--- src/rtl/mips_control_pkg.sv ---
// Shared constants for the MIPS150 main decoder: opcodes, functs, ALU op codes,
// select encodings and the UART I/O address map.
package mips_control_pkg;

    localparam logic [5:0] OpRtype  = 6'h00;
    localparam logic [5:0] OpRegimm = 6'h01;
    localparam logic [5:0] OpJ      = 6'h02;
    localparam logic [5:0] OpJal    = 6'h03;
    localparam logic [5:0] OpBeq    = 6'h04;
    localparam logic [5:0] OpBne    = 6'h05;
    localparam logic [5:0] OpBlez   = 6'h06;
    localparam logic [5:0] OpBgtz   = 6'h07;
    localparam logic [5:0] OpAddiu  = 6'h09;
    localparam logic [5:0] OpSlti   = 6'h0a;
    localparam logic [5:0] OpSltiu  = 6'h0b;
    localparam logic [5:0] OpAndi   = 6'h0c;
    localparam logic [5:0] OpOri    = 6'h0d;
    localparam logic [5:0] OpXori   = 6'h0e;
    localparam logic [5:0] OpLui    = 6'h0f;
    localparam logic [5:0] OpLb     = 6'h20;
    localparam logic [5:0] OpLh     = 6'h21;
    localparam logic [5:0] OpLw     = 6'h23;
    localparam logic [5:0] OpLbu    = 6'h24;
    localparam logic [5:0] OpLhu    = 6'h25;
    localparam logic [5:0] OpSb     = 6'h28;
    localparam logic [5:0] OpSh     = 6'h29;
    localparam logic [5:0] OpSw     = 6'h2b;

    localparam logic [5:0] FnSll  = 6'h00;
    localparam logic [5:0] FnSrl  = 6'h02;
    localparam logic [5:0] FnSra  = 6'h03;
    localparam logic [5:0] FnSllv = 6'h04;
    localparam logic [5:0] FnSrlv = 6'h06;
    localparam logic [5:0] FnSrav = 6'h07;
    localparam logic [5:0] FnJr   = 6'h08;
    localparam logic [5:0] FnJalr = 6'h09;
    localparam logic [5:0] FnAddu = 6'h21;
    localparam logic [5:0] FnSubu = 6'h23;
    localparam logic [5:0] FnAnd  = 6'h24;
    localparam logic [5:0] FnOr   = 6'h25;
    localparam logic [5:0] FnXor  = 6'h26;
    localparam logic [5:0] FnNor  = 6'h27;
    localparam logic [5:0] FnSlt  = 6'h2a;
    localparam logic [5:0] FnSltu = 6'h2b;

    localparam logic [3:0] AluAddu = 4'd0;
    localparam logic [3:0] AluSubu = 4'd1;
    localparam logic [3:0] AluSlt  = 4'd2;
    localparam logic [3:0] AluSltu = 4'd3;
    localparam logic [3:0] AluAnd  = 4'd4;
    localparam logic [3:0] AluOr   = 4'd5;
    localparam logic [3:0] AluXor  = 4'd6;
    localparam logic [3:0] AluLui  = 4'd7;
    localparam logic [3:0] AluSll  = 4'd8;
    localparam logic [3:0] AluSrl  = 4'd9;
    localparam logic [3:0] AluSra  = 4'd10;
    localparam logic [3:0] AluNor  = 4'd11;
    localparam logic [3:0] AluXxx  = 4'd15;

    localparam logic [1:0] RegDstRt = 2'b00;
    localparam logic [1:0] RegDstRd = 2'b01;
    localparam logic [1:0] RegDstRa = 2'b10;

    localparam logic [1:0] PcPlus4  = 2'b00;
    localparam logic [1:0] PcBranch = 2'b01;
    localparam logic [1:0] PcReg    = 2'b10;
    localparam logic [1:0] PcJump   = 2'b11;

    localparam logic [1:0] SelARs    = 2'b00;
    localparam logic [1:0] SelAPc    = 2'b01;
    localparam logic [1:0] SelAFwd   = 2'b10;
    localparam logic [1:0] SelAShamt = 2'b11;

    localparam logic [1:0] SelBRt   = 2'b00;
    localparam logic [1:0] SelBImm  = 2'b01;
    localparam logic [1:0] SelBFwd  = 2'b10;
    localparam logic [1:0] SelBZimm = 2'b11;

    localparam logic [1:0] UartRx      = 2'b00;
    localparam logic [1:0] UartTxReady = 2'b01;
    localparam logic [1:0] UartRxValid = 2'b10;
    localparam logic [1:0] UartZero    = 2'b11;

    localparam logic [1:0] RdUart = 2'b00;
    localparam logic [1:0] RdAlu  = 2'b01;
    localparam logic [1:0] RdMem  = 2'b10;
    localparam logic [1:0] RdLink = 2'b11;

    localparam logic [3:0]  IoRegion        = 4'b1000;
    localparam logic [31:0] UartTxReadyAddr = 32'h8000_0000;
    localparam logic [31:0] UartRxValidAddr = 32'h8000_0004;
    localparam logic [31:0] UartTxAddr      = 32'h8000_0008;
    localparam logic [31:0] UartRxAddr      = 32'h8000_000c;

    typedef enum logic {StIdle, StActive} state_e;

    // Register written by an instruction, 0 when it writes none.
    function automatic logic [4:0] dest_reg(logic [31:0] instr);
        logic [4:0] dst;
        dst = 5'd0;
        case (instr[31:26])
            OpRtype: if (instr[5:0] != FnJr) dst = instr[15:11];
            OpAddiu, OpSlti, OpSltiu, OpAndi, OpOri, OpXori, OpLui,
            OpLb, OpLh, OpLw, OpLbu, OpLhu: dst = instr[20:16];
            OpJal: dst = 5'd31;
            default: dst = 5'd0;
        endcase
        return dst;
    endfunction

endpackage

--- src/rtl/mips_control_if.sv ---
// Datapath <-> control bundle: instruction/address/branch in, control selects out.
interface mips_control_if;
    logic [31:0] Instruction;
    logic [31:0] OldInstruction;
    logic [31:0] Address;
    logic        branch;
    logic        RegWrite;
    logic [1:0]  RegDst;
    logic [1:0]  PCsel;
    logic [1:0]  AluSelA;
    logic [1:0]  AluSelB;
    logic [3:0]  ALUop;
    logic [3:0]  ByteSel;
    logic        WEIM;
    logic        WEDM;
    logic        REUART;
    logic        WEUART;
    logic [1:0]  UARTsel;
    logic [1:0]  RDsel;

    modport master (
        output Instruction, OldInstruction, Address, branch,
        input  RegWrite, RegDst, PCsel, AluSelA, AluSelB, ALUop, ByteSel,
               WEIM, WEDM, REUART, WEUART, UARTsel, RDsel
    );

    modport slave (
        input  Instruction, OldInstruction, Address, branch,
        output RegWrite, RegDst, PCsel, AluSelA, AluSelB, ALUop, ByteSel,
               WEIM, WEDM, REUART, WEUART, UARTsel, RDsel
    );
endinterface

--- src/rtl/mips_control_alu_dec.sv ---
// ALU operation decoder: opcode + funct to ALU op code.
module mips_control_alu_dec
    import mips_control_pkg::*;
(
    input  logic [5:0] opcode_i,
    input  logic [5:0] funct_i,
    output logic [3:0] aluop_o
);
    always_comb begin
        aluop_o = AluAddu;
        case (opcode_i)
            OpRtype: begin
                case (funct_i)
                    FnSll, FnSllv: aluop_o = AluSll;
                    FnSrl, FnSrlv: aluop_o = AluSrl;
                    FnSra, FnSrav: aluop_o = AluSra;
                    FnAddu:        aluop_o = AluAddu;
                    FnSubu:        aluop_o = AluSubu;
                    FnAnd:         aluop_o = AluAnd;
                    FnOr:          aluop_o = AluOr;
                    FnXor:         aluop_o = AluXor;
                    FnNor:         aluop_o = AluNor;
                    FnSlt:         aluop_o = AluSlt;
                    FnSltu:        aluop_o = AluSltu;
                    default:       aluop_o = AluXxx;
                endcase
            end
            OpSlti:  aluop_o = AluSlt;
            OpSltiu: aluop_o = AluSltu;
            OpAndi:  aluop_o = AluAnd;
            OpOri:   aluop_o = AluOr;
            OpXori:  aluop_o = AluXor;
            OpLui:   aluop_o = AluLui;
            // Loads, stores, branches and ADDIU all add.
            default: aluop_o = AluAddu;
        endcase
    end
endmodule

--- src/rtl/mips_control.sv ---
// MIPS150 main decoder: combinational control from the current/previous
// instruction, with side effects held off until the first clock after reset.
module mips_control
    import mips_control_pkg::*;
(
    input logic           Clock,
    input logic           reset,
    mips_control_if.slave bus
);
    state_e     state_q;
    logic       known;
    logic       reg_write, we_im, we_dm, re_uart, we_uart;
    logic [1:0] reg_dst, pc_sel, sel_a, sel_b, uart_sel, rd_sel;
    logic [3:0] byte_sel, aluop;
    logic [4:0] old_dst;
    logic       io;

    always_ff @(posedge Clock or negedge reset) begin
        if (!reset) state_q <= StIdle;
        else        state_q <= StActive;
    end

    mips_control_alu_dec alu_dec (
        .opcode_i (bus.Instruction[31:26]),
        .funct_i  (bus.Instruction[5:0]),
        .aluop_o  (aluop)
    );

    assign io      = bus.Address[31:28] == IoRegion;
    assign old_dst = dest_reg(bus.OldInstruction);

    always_comb begin
        known     = 1'b1;
        reg_write = 1'b0;
        reg_dst   = RegDstRt;
        pc_sel    = PcPlus4;
        sel_a     = SelARs;
        sel_b     = SelBRt;
        byte_sel  = 4'b0000;
        we_im     = 1'b0;
        we_dm     = 1'b0;
        re_uart   = 1'b0;
        we_uart   = 1'b0;
        uart_sel  = UartRx;
        rd_sel    = RdUart;
        case (bus.Instruction[31:26])
            OpRtype: begin
                reg_write = 1'b1;
                reg_dst   = RegDstRd;
                rd_sel    = RdAlu;
                case (bus.Instruction[5:0])
                    FnSll, FnSrl, FnSra: sel_a = SelAShamt;
                    FnJr: begin
                        pc_sel    = PcReg;
                        reg_write = 1'b0;
                    end
                    FnJalr: begin
                        pc_sel = PcReg;
                        rd_sel = RdLink;
                    end
                    default: ;
                endcase
            end
            OpAddiu, OpSlti, OpSltiu: begin
                reg_write = 1'b1;
                rd_sel    = RdAlu;
                sel_b     = SelBImm;
            end
            OpAndi, OpOri, OpXori, OpLui: begin
                reg_write = 1'b1;
                rd_sel    = RdAlu;
                sel_b     = SelBZimm;
            end
            OpLb, OpLh, OpLw, OpLbu, OpLhu: begin
                reg_write = 1'b1;
                sel_b     = SelBImm;
                rd_sel    = io ? RdUart : RdMem;
                re_uart   = bus.Address == UartRxAddr;
                if (io) begin
                    case (bus.Address)
                        UartRxAddr:      uart_sel = UartRx;
                        UartTxReadyAddr: uart_sel = UartTxReady;
                        UartRxValidAddr: uart_sel = UartRxValid;
                        default:         uart_sel = UartZero;
                    endcase
                end
            end
            OpSb, OpSh, OpSw: begin
                sel_b    = SelBImm;
                we_dm    = !bus.Address[31] && bus.Address[28];
                we_im    = !bus.Address[31] && bus.Address[29];
                we_uart  = bus.Address == UartTxAddr;
                uart_sel = io ? UartZero : UartRx;
                case (bus.Instruction[31:26])
                    OpSw:    byte_sel = 4'b1111;
                    OpSh:    byte_sel = bus.Address[1] ? 4'b1100 : 4'b0011;
                    default: byte_sel = 4'b0001 << bus.Address[1:0];
                endcase
            end
            OpRegimm, OpBeq, OpBne, OpBlez, OpBgtz: begin
                sel_a  = SelAPc;
                sel_b  = SelBImm;
                pc_sel = bus.branch ? PcBranch : PcPlus4;
            end
            OpJ: pc_sel = PcJump;
            OpJal: begin
                pc_sel    = PcJump;
                reg_dst   = RegDstRa;
                rd_sel    = RdLink;
                reg_write = 1'b1;
            end
            default: known = 1'b0;
        endcase

        // Bypass the write-back result only where the operand would be register data.
        if (known && old_dst != 5'd0) begin
            if (old_dst == bus.Instruction[25:21] && sel_a == SelARs) sel_a = SelAFwd;
            if (old_dst == bus.Instruction[20:16] && sel_b == SelBRt) sel_b = SelBFwd;
        end

        if (state_q != StActive) begin
            reg_write = 1'b0;
            we_im     = 1'b0;
            we_dm     = 1'b0;
            re_uart   = 1'b0;
            we_uart   = 1'b0;
            byte_sel  = 4'b0000;
            pc_sel    = PcPlus4;
        end
    end

    assign bus.RegWrite = reg_write;
    assign bus.RegDst   = reg_dst;
    assign bus.PCsel    = pc_sel;
    assign bus.AluSelA  = sel_a;
    assign bus.AluSelB  = sel_b;
    assign bus.ALUop    = known ? aluop : 4'd0;
    assign bus.ByteSel  = byte_sel;
    assign bus.WEIM     = we_im;
    assign bus.WEDM     = we_dm;
    assign bus.REUART   = re_uart;
    assign bus.WEUART   = we_uart;
    assign bus.UARTsel  = uart_sel;
    assign bus.RDsel    = rd_sel;
endmodule

--- src/flat_wrapper.sv ---
// flat-port wrapper written by rule: the top's interface ports become plain ports
module mips_control_flat import mips_control_pkg::*;
  (Clock, reset, bus_Instruction, bus_OldInstruction, bus_Address, bus_branch, bus_RegWrite, bus_RegDst, bus_PCsel, bus_AluSelA, bus_AluSelB, bus_ALUop, bus_ByteSel, bus_WEIM, bus_WEDM, bus_REUART, bus_WEUART, bus_UARTsel, bus_RDsel);
  mips_control_if bus_i ();
  input logic Clock;
  input logic reset;
  input wire logic [$bits(bus_i.Instruction)-1:0] bus_Instruction;
  input wire logic [$bits(bus_i.OldInstruction)-1:0] bus_OldInstruction;
  input wire logic [$bits(bus_i.Address)-1:0] bus_Address;
  input wire logic [$bits(bus_i.branch)-1:0] bus_branch;
  output wire logic [$bits(bus_i.RegWrite)-1:0] bus_RegWrite;
  output wire logic [$bits(bus_i.RegDst)-1:0] bus_RegDst;
  output wire logic [$bits(bus_i.PCsel)-1:0] bus_PCsel;
  output wire logic [$bits(bus_i.AluSelA)-1:0] bus_AluSelA;
  output wire logic [$bits(bus_i.AluSelB)-1:0] bus_AluSelB;
  output wire logic [$bits(bus_i.ALUop)-1:0] bus_ALUop;
  output wire logic [$bits(bus_i.ByteSel)-1:0] bus_ByteSel;
  output wire logic [$bits(bus_i.WEIM)-1:0] bus_WEIM;
  output wire logic [$bits(bus_i.WEDM)-1:0] bus_WEDM;
  output wire logic [$bits(bus_i.REUART)-1:0] bus_REUART;
  output wire logic [$bits(bus_i.WEUART)-1:0] bus_WEUART;
  output wire logic [$bits(bus_i.UARTsel)-1:0] bus_UARTsel;
  output wire logic [$bits(bus_i.RDsel)-1:0] bus_RDsel;
  assign bus_i.Instruction = bus_Instruction;
  assign bus_i.OldInstruction = bus_OldInstruction;
  assign bus_i.Address = bus_Address;
  assign bus_i.branch = bus_branch;
  assign bus_RegWrite = bus_i.RegWrite;
  assign bus_RegDst = bus_i.RegDst;
  assign bus_PCsel = bus_i.PCsel;
  assign bus_AluSelA = bus_i.AluSelA;
  assign bus_AluSelB = bus_i.AluSelB;
  assign bus_ALUop = bus_i.ALUop;
  assign bus_ByteSel = bus_i.ByteSel;
  assign bus_WEIM = bus_i.WEIM;
  assign bus_WEDM = bus_i.WEDM;
  assign bus_REUART = bus_i.REUART;
  assign bus_WEUART = bus_i.WEUART;
  assign bus_UARTsel = bus_i.UARTsel;
  assign bus_RDsel = bus_i.RDsel;
  mips_control u_core (.Clock(Clock), .reset(reset), .bus(bus_i));
endmodule
--- config.mk ---
export PLATFORM = sky130hd
export DESIGN_NAME = mips_control_flat
export DESIGN_NICKNAME = d
export VERILOG_FILES = /design/src/rtl/mips_control_pkg.sv /design/src/rtl/mips_control_if.sv /design/src/rtl/mips_control_alu_dec.sv /design/src/rtl/mips_control.sv /design/src/flat_wrapper.sv
export SDC_FILE = /design/constraint.sdc
export NUM_CORES = 1
export LEC_CHECK = 0
export CAP_MARGIN = 20
export CORE_MARGIN = 2
export CORE_UTILIZATION = 30
export CTS_CLUSTER_DIAMETER = 50
export DETAILED_ROUTE_END_ITERATION = 8
export PLACE_DENSITY = 0.86
export RECOVER_POWER = 50
export SLEW_MARGIN = 40
export SYNTH_ARGS = -nofsm -noshare
export SYNTH_HDL_FRONTEND = slang
export SYNTH_SLANG_ARGS = --single-unit
--- constraint.sdc ---
create_clock -name Clock -period 6.74 [get_ports Clock]
set_input_delay 1.348 -clock Clock [delete_from_list [all_inputs] [get_ports Clock]]
set_output_delay 1.348 -clock Clock [all_outputs]
set_load 0.02 [all_outputs]
==> results.yml <==
power_and_ir_drop:
  ir_drop_v: 0.0000281
  power_density_nw_per_um2: 51.0
  power_uw: 109
  total_leakage_power_nw: 0.798
placed_design:
  hpwl_mm: 3.47
  dpl_worst_slack_ns: 1.09
  dp_cells: 305
  place_area_sq_um: 2130
  portBuffers: 103
  place_congestion: 0.902
timing:
  final-setup-viol-count: 0
  relSlewSlack: 0.608
  worstMarginPinSlew_ns: 0.573
  timing.hold.ws_ns: 1.57
  setup_ws_ns: 1.11
  fin_crit_ns: 5.63
  max_clock_freq_ghz: 0.178
  hold_viol_final: 0
  slew_viol_final: 0
  fin_setup_tns_ns: 0
  rsz0062_at_grt: "false"
  period_share: 0.835
hold_path:
  hold_class: "primary input to async pin"
worst_setup_path:
  crit_chain: "clkdlybuf4s50_1, or4b_4, o311a_4, a221o_2, xor2_1, nor4_2, a31o_1, clkdlybuf4s50_1"
  cp_slowest_cell: "clkdlybuf4s50_1"
  worstPathRequired_ns: 5.39
  crit_path_max_incr_delay_ns: 0.61
  cp_max_fo: 5
  end_kind: "output port"
  critPathLaunchType: "primary input"
  critPathKind: "primary input to output port"
  worstPathArrival_ns: 4.28
  cpMostUsedCell: "clkdlybuf4s50_1"
detailed_routing:
  drt_first_pass_iters: 4
  ant_nets: 0
  first_iter_violations: 79
  vias: 1595
  drc_errors: 0
  wire_per_inst_microns: 13.1
  vias_per_cell: 5.23
  postRouteWirelength_mm: 3.98
die:
  start_util: 0.316
  core-area_sq_um: 3390
  die_x_microns: 63.7
  pin_count: 124
  fp.dieH_microns: 63.7
  rows: 21
  die_area_sq_um: 4060
yosys:
  seq_area_frac_synth: 0.0234
  synthAdderAreaFrac: 0.0585
  syn-num-nets: 267
  syn_inst: 163
  async_flop_share: 1.00
  synth_xor_xnor_area_share: 0.0901
  synth_edf_count: 0
  syn_area_sq_um: 1070
  synth.distinct_cells: 51
  synthSimpleGateAreaFrac: 0.404
  syn_avg_cell_area_sq_um: 6.56
  synth_compound_area_frac: 0.352
  synth_top_family_by_area: "simple AND/OR/NAND/NOR gates"
  ys_seq_elements: 1
  synth-main-ff-cell: "dfrtp_1"
  yosysWarnings: 0
  synthMuxAreaShare: 0.0199
clock_tree:
  hold_buffers: 0
  postCtsSetupBuffers: 0
  clk_pin_slew_ns: 0
  cts-resized-gates: 0
cells_and_area:
  stdcell_area_sq_um: 2130
  final_cell_mix: "clkdlybuf4s50_1 (90), nand2_1 (15), nor2_1 (15), a21oi_1 (15), dlygate4sd3_1 (13)"
  largest_register: "u_core.state_q"
  drive_gt1_frac: 0.0618
  final_common_cell: "clkdlybuf4s50_1"
  syn2layout_area_growth_pct: 98.9
  largest_reg_flops: 1
  nets: 365
  post-route-util: 0.628
  antenna_cells: 0
  reg_top3: "u_core.state_q: 1 flops"
  finalNonFillerCells: 305
grt:
  grtUsageMet2: 0.361
  grt_overflow: 0
  grt_max_degree: 16
  grt_pass1_wl_mm: 6.18
  grt_use_met3: 0.0179
  top_usage_layer: "met2"
  use_met1: 0.207
  grt_usage: 0.178
  grt_pass1_vias: 1475
  grt_antenna_before_repair: 0
run_status:
  outcome: "finished, final reports clean"
job:
  maxCapViolations: 0
## critical path, delay by kind of cell
kind / cells / cell delay [ns]
XOR/XNOR: 1 / 0.16
AND/OR/NAND/NOR: 2 / 0.81
buffers and inverters: 2 / 1.00
AO/OA/AOI/OAI: 3 / 0.96
## cells by family (layout without fill, tap and decap cells)
kind of cell,after synthesis,after routing
compound gates,52,52
xor+xnor,11,11
fa+ha+maj,5,5
buf+inv,13,109
flops,1,1
mux,2,2
other cells,1,1
simple gates,78,78
## how the worst max path moves through the flow
stage / start / end / slack (ns) / depth (start not counted)
finish: bus_OldInstruction[1] / bus_AluSelA[1] / 1.11 / 8
global route: bus_OldInstruction[1] / bus_AluSelB[1] / 1.05 / 8
CTS: bus_OldInstruction[1] / bus_AluSelA[1] / 1.09 / 8
detailed placement: bus_OldInstruction[1] / bus_AluSelA[1] / 1.09 / 8
global placement: bus_OldInstruction[1] / bus_AluSelA[1] / 1.11 / 8
floorplan: bus_OldInstruction[1] / bus_AluSelB[1] / 2.02 / 6
## layer usage
layer  routed length [microns]  part of all wire
met1                      1510              0.38
met2                      2180              0.55
met3                       281             0.071
met4                        17            0.0043
met5                         0                 0
## cell usage after synthesis (2+ instances only)
cell type	number	area (sq um)
and3_1	2	12.5
nor2_1	15	56.3
xor2_1	7	61.3
clkbuf_1	6	22.5
nor4_2	2	25.0
inv_1	6	22.5
nor3b_1	3	22.5
nand3_1	3	15.0
nor3_1	9	45.0
ha_1	5	62.6
a21oi_1	15	75.1
nand4_1	2	12.5
xnor2_1	4	35.0
a2111oi_0	2	17.5
a211oi_1	4	30.0
o21ai_0	12	60.1
nand2b_1	8	50.1
and2_1	2	12.5
nand2_1	15	56.3
nor4_1	7	43.8
a221o_2	4	45.0
## power by group
part	leakage [nW]	internal, mW	switching [mW]	total [mW]
Combinational	0.786	0.0614	0.0402	0.102
Sequential	0.0117	0.00642	0.000531	0.00695
Clock	0	0	0	0
Total	0.798	0.0679	0.0408	0.109
## final cells by class
type | count | area [sq um]
Fill cell | 318 | 1260
Timing Repair Buffer | 103 | 1030
Multi-Input combinational cell | 149 | 992
Tap cell | 46 | 57.6
Sequential cell | 1 | 25.0
Inverter | 6 | 22.5
Power figures use the tool's default switching activity.
